### config.mk
export PLATFORM = sky130hd
export DESIGN_NAME = interval_timer_sched
export DESIGN_NICKNAME = d
export VERILOG_FILES = /design/src/rtl/interval_timer_sched.sv
export SDC_FILE = /design/constraint.sdc
export NUM_CORES = 1
export LEC_CHECK = 0
export BUFFER_PORTS_ARGS = -buffer_cell sky130_fd_sc_hd__buf_2
export CORE_ASPECT_RATIO = 0.9
export CORE_MARGIN = 1.5
export CORE_UTILIZATION = 55
export CTS_CLUSTER_DIAMETER = 100
export DETAILED_ROUTE_END_ITERATION = 8
export GPL_TIMING_DRIVEN = 0
export MAX_ROUTING_LAYER = met4
export PLACE_DENSITY = 0.88
export SLEW_MARGIN = 20
export SYNTH_ARGS = -nofsm -noshare
export SYNTH_HDL_FRONTEND = slang
export SYNTH_SLANG_ARGS = --single-unit
export TNS_END_PERCENT = 10
### constraint.sdc
create_clock -name i_clk -period 4.7 [get_ports i_clk]
set_input_delay 0.47 -clock i_clk [delete_from_list [all_inputs] [get_ports i_clk]]
set_output_delay 0.47 -clock i_clk [all_outputs]
set_load 0.1 [all_outputs]
### src/rtl/interval_timer_sched.sv
// interval_timer_sched
// Round-robin owner of one shared down-counter. A winning requester has
// its delay loaded and counted down to zero. It then gets a one-cycle
// done pulse, and the grant rotates past it. All outputs are registered.
module interval_timer_sched #(
    parameter int P_NUM_REQ = 4,
    parameter int P_COUNT_W = 16
) (
    input  logic                           i_clk,
    input  logic                           i_reset_n,
    input  logic [P_NUM_REQ-1:0]           i_req,
    input  logic [P_NUM_REQ*P_COUNT_W-1:0] i_load,
    output logic [P_NUM_REQ-1:0]           o_grant,
    output logic [P_NUM_REQ-1:0]           o_done,
    output logic                           o_busy,
    output logic [P_COUNT_W-1:0]           o_count
);

    localparam int P_PTR_W = (P_NUM_REQ > 1) ? $clog2(P_NUM_REQ) : 1;

    typedef enum logic [1:0] {
        IDLE = 2'd0,
        RUN  = 2'd1,
        DONE = 2'd2
    } state_t;

    state_t               state_q, state_next;
    logic [P_PTR_W-1:0]   ptr_q, ptr_next;
    logic [P_PTR_W-1:0]   winner_q, winner_next;
    logic [P_NUM_REQ-1:0] grant_next, done_next;
    logic [P_COUNT_W-1:0] count_next;

    logic                 arb_found;
    logic [P_PTR_W-1:0]   arb_idx;
    logic [P_NUM_REQ-1:0] arb_onehot;
    logic [P_COUNT_W-1:0] arb_load;
    logic [P_PTR_W-1:0]   winner_inc;
    int                   cand;

    // Scan requests starting at the rotating pointer, wrapping past the top index.
    always_comb begin
        arb_found  = 1'b0;
        arb_idx    = '0;
        arb_onehot = '0;
        arb_load   = '0;
        cand       = 0;
        for (int i = 0; i < P_NUM_REQ; i++) begin
            cand = int'(ptr_q) + i;
            if (cand >= P_NUM_REQ) begin
                cand = cand - P_NUM_REQ;
            end
            if (!arb_found && i_req[cand]) begin
                arb_found        = 1'b1;
                arb_idx          = P_PTR_W'(cand);
                arb_onehot[cand] = 1'b1;
                arb_load         = i_load[cand*P_COUNT_W +: P_COUNT_W];
            end
        end
    end

    // Pointer position just after the current owner, used whenever a grant ends.
    always_comb begin
        if (winner_q == P_PTR_W'(P_NUM_REQ - 1)) begin
            winner_inc = '0;
        end else begin
            winner_inc = winner_q + P_PTR_W'(1);
        end
    end

    // Next-state and next-output decisions for the IDLE/RUN/DONE sequence.
    always_comb begin
        state_next  = state_q;
        ptr_next    = ptr_q;
        winner_next = winner_q;
        grant_next  = o_grant;
        done_next   = '0;
        count_next  = o_count;
        case (state_q)
            IDLE: begin
                if (arb_found) begin
                    state_next  = RUN;
                    winner_next = arb_idx;
                    grant_next  = arb_onehot;
                    count_next  = arb_load;
                end
            end
            RUN: begin
                // An owner dropping its request abandons the delay without a pulse.
                if ((i_req & o_grant) == '0) begin
                    state_next = IDLE;
                    grant_next = '0;
                    ptr_next   = winner_inc;
                end else if (o_count != '0) begin
                    count_next = o_count - P_COUNT_W'(1);
                end else begin
                    done_next  = o_grant;
                    state_next = DONE;
                end
            end
            DONE: begin
                state_next = IDLE;
                grant_next = '0;
                ptr_next   = winner_inc;
            end
            default: begin
                state_next = IDLE;
                grant_next = '0;
            end
        endcase
    end

    // State and output registers; reset abandons any grant in progress.
    always_ff @(posedge i_clk) begin
        if (!i_reset_n) begin
            state_q  <= IDLE;
            ptr_q    <= '0;
            winner_q <= '0;
            o_grant  <= '0;
            o_done   <= '0;
            o_count  <= '0;
        end else begin
            state_q  <= state_next;
            ptr_q    <= ptr_next;
            winner_q <= winner_next;
            o_grant  <= grant_next;
            o_done   <= done_next;
            o_count  <= count_next;
        end
    end

    assign o_busy = (state_q != IDLE);

endmodule

# Word-level counts from Yosys, hierarchy flattened
# Index checks and enable logic that the tools add are counted.
# word_totals
regBits	30
elab_cells	121
inputBits	70
out_inout_bits	25
# classes
add_sub_neg	9
muxes	54
n_eq_ne	8
n_bitwise	6
n_reduce_logical	22
order_cmp	12
shift	4
# op_table
cell	count
64-bit by 32-bit indexed part select with 16-bit output	4
32-bit by 1-bit greater-or-equal comparator with 1-bit output (second input constant)	4
32-bit by 4-bit less-than comparator with 1-bit output (second input constant)	4
32-bit two-way mux	4
16-bit two-way mux	7
16-bit case mux with 2 select lines	1
4-bit two-way mux	6
2-bit two-way mux	9
1-bit two-way mux	16
16-bit nonzero test	1
16-bit by 1-bit subtractor with 16-bit output (second input constant)	1
4-bit bitwise OR	3
3-bit by 3-bit subtractor with 4-bit output (second input constant)	3
3-bit greater-or-equal comparator (second input constant)	3
1-bit binary-select mux with 2-bit select	4
1-bit demux with 2-bit select	4
2-bit != test (second input constant)	4
2-bit case mux with 2 select lines	2
4-bit case mux with 2 select lines	1
2-bit AND reduction	4
1-bit logical AND	7
2-bit by 2-bit adder with 3-bit output (second input constant)	2
2-bit nonzero test	3
4-bit bitwise AND	1
13 further kinds	17

# Logic depth before layout (Yosys ltp)
# depth
ltp_word	17
ltp_mapped	13
ltp_nobuf	7

# Worst setup path after synthesis
# OpenSTA, ideal clock, no wires.
# synth_timing
path_type	register to register
from	register ptr_q[0]
to	register o_count[1]
setup_slack_ns	1.089
t_arrival_ns	3.512
required_ns	4.600
period_less_slack_ns	3.611
stages_incl_launch_ff	13
n_path_buf	5
setup_time_ns	0.100
path_cell_list	dfxtp_1 buf_6 clkbuf_1 clkbuf_1 inv_1 ha_1 buf_2 mux4_2 buf_6 o41ai_4 o21ai_4 and3_4 a2111oi_4
# synth_between
elab_chain_len	17
word_cells_on_any_way	49
cone_classes	add/sub (7); order compare (4); eq/ne (1); shift (4); mux (26); reduce/logical (7)
# synth_lines
item	line_no	rtl
from (decl)	28	logic [P_PTR_W-1:0] ptr_q, ptr_next;
from (signal assigned)	123	ptr_q <= ptr_next;
parallel branches: the longest is 17 deep, another holds 3-bit by 3-bit subtractor with 4-bit output	--	
to (signal assigned)	127	o_count <= count_next;
to (decl)	16	output logic [P_COUNT_W-1:0] o_count
# Several ways; the timed one is not identified. The select of a mux whose other input is x is not followed.
# A chain may end at the register's enable or synchronous reset.

# Worst setup path after layout
# layout_timing
from	register ptr_q[1]
to	register o_count[1]
# The elaborated chain is that of the path after synthesis.

==> flow_summary.toml <==
[status]
outcome = "finished, final reports clean"

[pwr]
pwr-share-seq_pct = 16.5
power_uw = 2530
ir_worst_vdd_mv = 0.197
p_sw_share_pct = 57.0
p_int_uw = 1090
total_leakage_power_uw = 0.00180
p_per_area_nw_per_um2 = 562
switchingPower_uw = 1440
power_frac_comb_pct = 74.5
pwr-share-clk_pct = 8.9

[clocking]
cts_buffers = 5
clk_latency_ns = 0.29
cts_tree = "built"
post_cts_buffers = 0
ctsLongestPathBuffers = 2
ctsHoldBuffers = 0
cts_resized = 0
cts_root_buffer = "clkbuf_8"
cts_max_level = 2
cts.sinks = 30
clk_pin_slew_ns = 0.07

[die]
die_y_um = 82.0
ios = 95
dieArea_um2 = 7450
initial_core_util_pct = 57.3
fp.coreArea_um2 = 6660
fp-row-count = 28
die_x_um = 90.8

[route]
vias = 4312
drt_iter0_markers = 493
wl_per_cell_um = 20.2
postRouteAntennaNets = 0
firstDrtPassIters = 5
wl_um = 12300
drcViolationCount = 0
via_per_inst = 7.08

[synthesis]
async_reset_ff_share_pct = 0
synth_area_um2 = 3820
synth_top_area_share_pct = 21.2
yosys.cell_types.count = 65
synth_cells = 417
yosysSeqAreaShare_pct = 15.7
syn_nets = 496
synth_warnings = 0
synthTopCellsByCount = "nor2_1 (41), mux4_2 (36), mux2_2 (33)"
ys_top_cells_by_area = "mux4_2 (21%), dfxtp_1 (16%), mux2_2 (9.7%)"
yosys_most_used_dff = "dfxtp_1"
synth.largest_area_cell = "mux4_2"
synth_seq_cells = 30
synth-edff-count = 0
syn_avg_cell_area_um2 = 9.15
synth_most_common_cell = "nor2_1"

[setup_path]
start_kind = "flip-flop"
reg2reg_slack_ns = 0.25
cp.required_ns = 4.90
cp.arrival_ns = 4.66
critPathMaxFanout = 12
endpoint_kind = "flip-flop"
crit_type = "flip-flop to flip-flop"

[min_path]
hp-class = "flip-flop to flip-flop"

[grt]
grt_overflow = 0
use_met1_pct = 42.2
antenna_found_initial = 0
grtUsageMet2_pct = 54.7
grt_first_pass_wirelength_um = 19500
grt_pass1_vias = 3893
grt_max_degree = 13
track_usage_pct = 34.1
grt.busiest_layer = "met2"
grt_use_met3_pct = 6.85

[timing]
tns_ns = 0
tightest_slew_ns = 0.822
hold_violations = 0
setup_viol = 0
fin_crit_ns = 4.45
relSlewSlack_pct = 45.0
hold_ws_ns = 0.474
max_freq_mhz = 225
rsz0062_at_grt = "no"
maxSlewViolCount = 0
period_share_pct = 94.8
skew_ns = 0.0111

[finish]
utilization_pct = 67.6
syn_to_final_growth_pct = 17.8
layout.cells.non_filler = 609
drive_above_1_share_pct = 38.3
finalNetCount = 597
antenna_cells = 0

[placed_design]
port_buffers = 94
gp_congestion = 0.988
dpl.hpwl_um = 9180
placed_cells = 601

[run]
cap_violations = 0
[power groups by stage]
stage | logic [µW] | registers (µW) | clock network, µW
after floorplan | 1060 | 813 | 0
after global placement | 1790 | 413 | 0
after detailed placement | 1840 | 418 | 0
after CTS | 1840 | 414 | 225
after global routing | 1990 | 431 | 239
final | 1890 | 418 | 226
[worst max-delay path, stage by stage (launching register included)]
cell and delay, ns:
dfxtp_1 0.39, clkbuf_1 0.47, clkinv_1 0.39, clkbuf_1 0.39, ha_1 0.39, buf_2 0.30
mux4_2 0.38, buf_6 0.17, o41ai_4 0.67, o21ai_4 0.24, and3_4 0.27, a2111oi_4 0.29
[worst paths after layout]
check	start	endpoint	depth (start not counted)
max	ptr_q[1]$_SDFFE_PN0P_	o_count[1]$_SDFFE_PN0P_	11
min	winner_q[1]$_SDFFE_PN0P_	winner_q[1]$_SDFFE_PN0P_	2
min reg2reg	winner_q[1]$_SDFFE_PN0P_	winner_q[1]$_SDFFE_PN0P_	2
max reg2reg	ptr_q[1]$_SDFFE_PN0P_	o_count[1]$_SDFFE_PN0P_	11
[layer usage]
| layer | up-vias | part of all wire [%] | wire [µm] |
|---|---|---|---|
| met4 | 0 | 3.2 | 393 |
| li1 | 1867 | - | - |
| met5 | - | 0 | 0 |
| met3 | 52 | 13 | 1540 |
| met1 | 1984 | 38 | 4710 |
| met2 | 409 | 46 | 5650 |
[flip-flops by register name, summed over array words and instances (netlist names)]
| name | flops |
|---|---|
| o_count | 16 |
| o_done | 4 |
| o_grant | 4 |
| ptr_q | 2 |
| state_q | 2 |
| winner_q | 2 |
[final cells by class]
cell class	count	area, µm²
repair buffers	94	470
plain buffers	35	165
multi-input cells	329	2970
flip-flops and latches	30	601
inverters	23	86.3
fillers	543	2160
clock inverters	2	12.5
well taps	90	113
clock buffers	6	82.6
[cells in the final DEF, fill, tap and decap left out, types with 9 or more instances in the layout]
cell type,n
buf_2,101
nor2_1,41
mux4_2,36
mux2_2,33
dfxtp_1,30
clkbuf_1,21
inv_1,21
o21ai_0,21
a21oi_1,18
a22oi_1,18
nand2_1,13
nor3_1,11
a211oi_1,11
o22ai_1,10
mux2i_1,9
ha_1,9
[metrics by stage]
step                      setup slack (ns)  cell area (µm²)
after floorplan                       1.09             3820
after global placement               0.132             4400
after detailed placement            0.0225             4400
after CTS                           0.0104             4500
after global routing                0.0843             4500
final                                0.246             4500
[cells by family (layout without fill, tap and decap cells)]
family                   count (synthesis)  after routing  share of synthesized area [%]
AO/OA/AOI/OAI                          132            132                           26.4
buffers and inverters                   58            160                           6.52
AND/OR/NAND/NOR                        109            109                           14.8
multiplexers                            78             78                           33.3
XOR/XNOR                                 1              1                          0.229
flip-flops                              30             30                           15.7
adder cells (fa/ha/maj)                  9              9                           2.95
No activity file was read; power rests on OpenSTA's default activity.
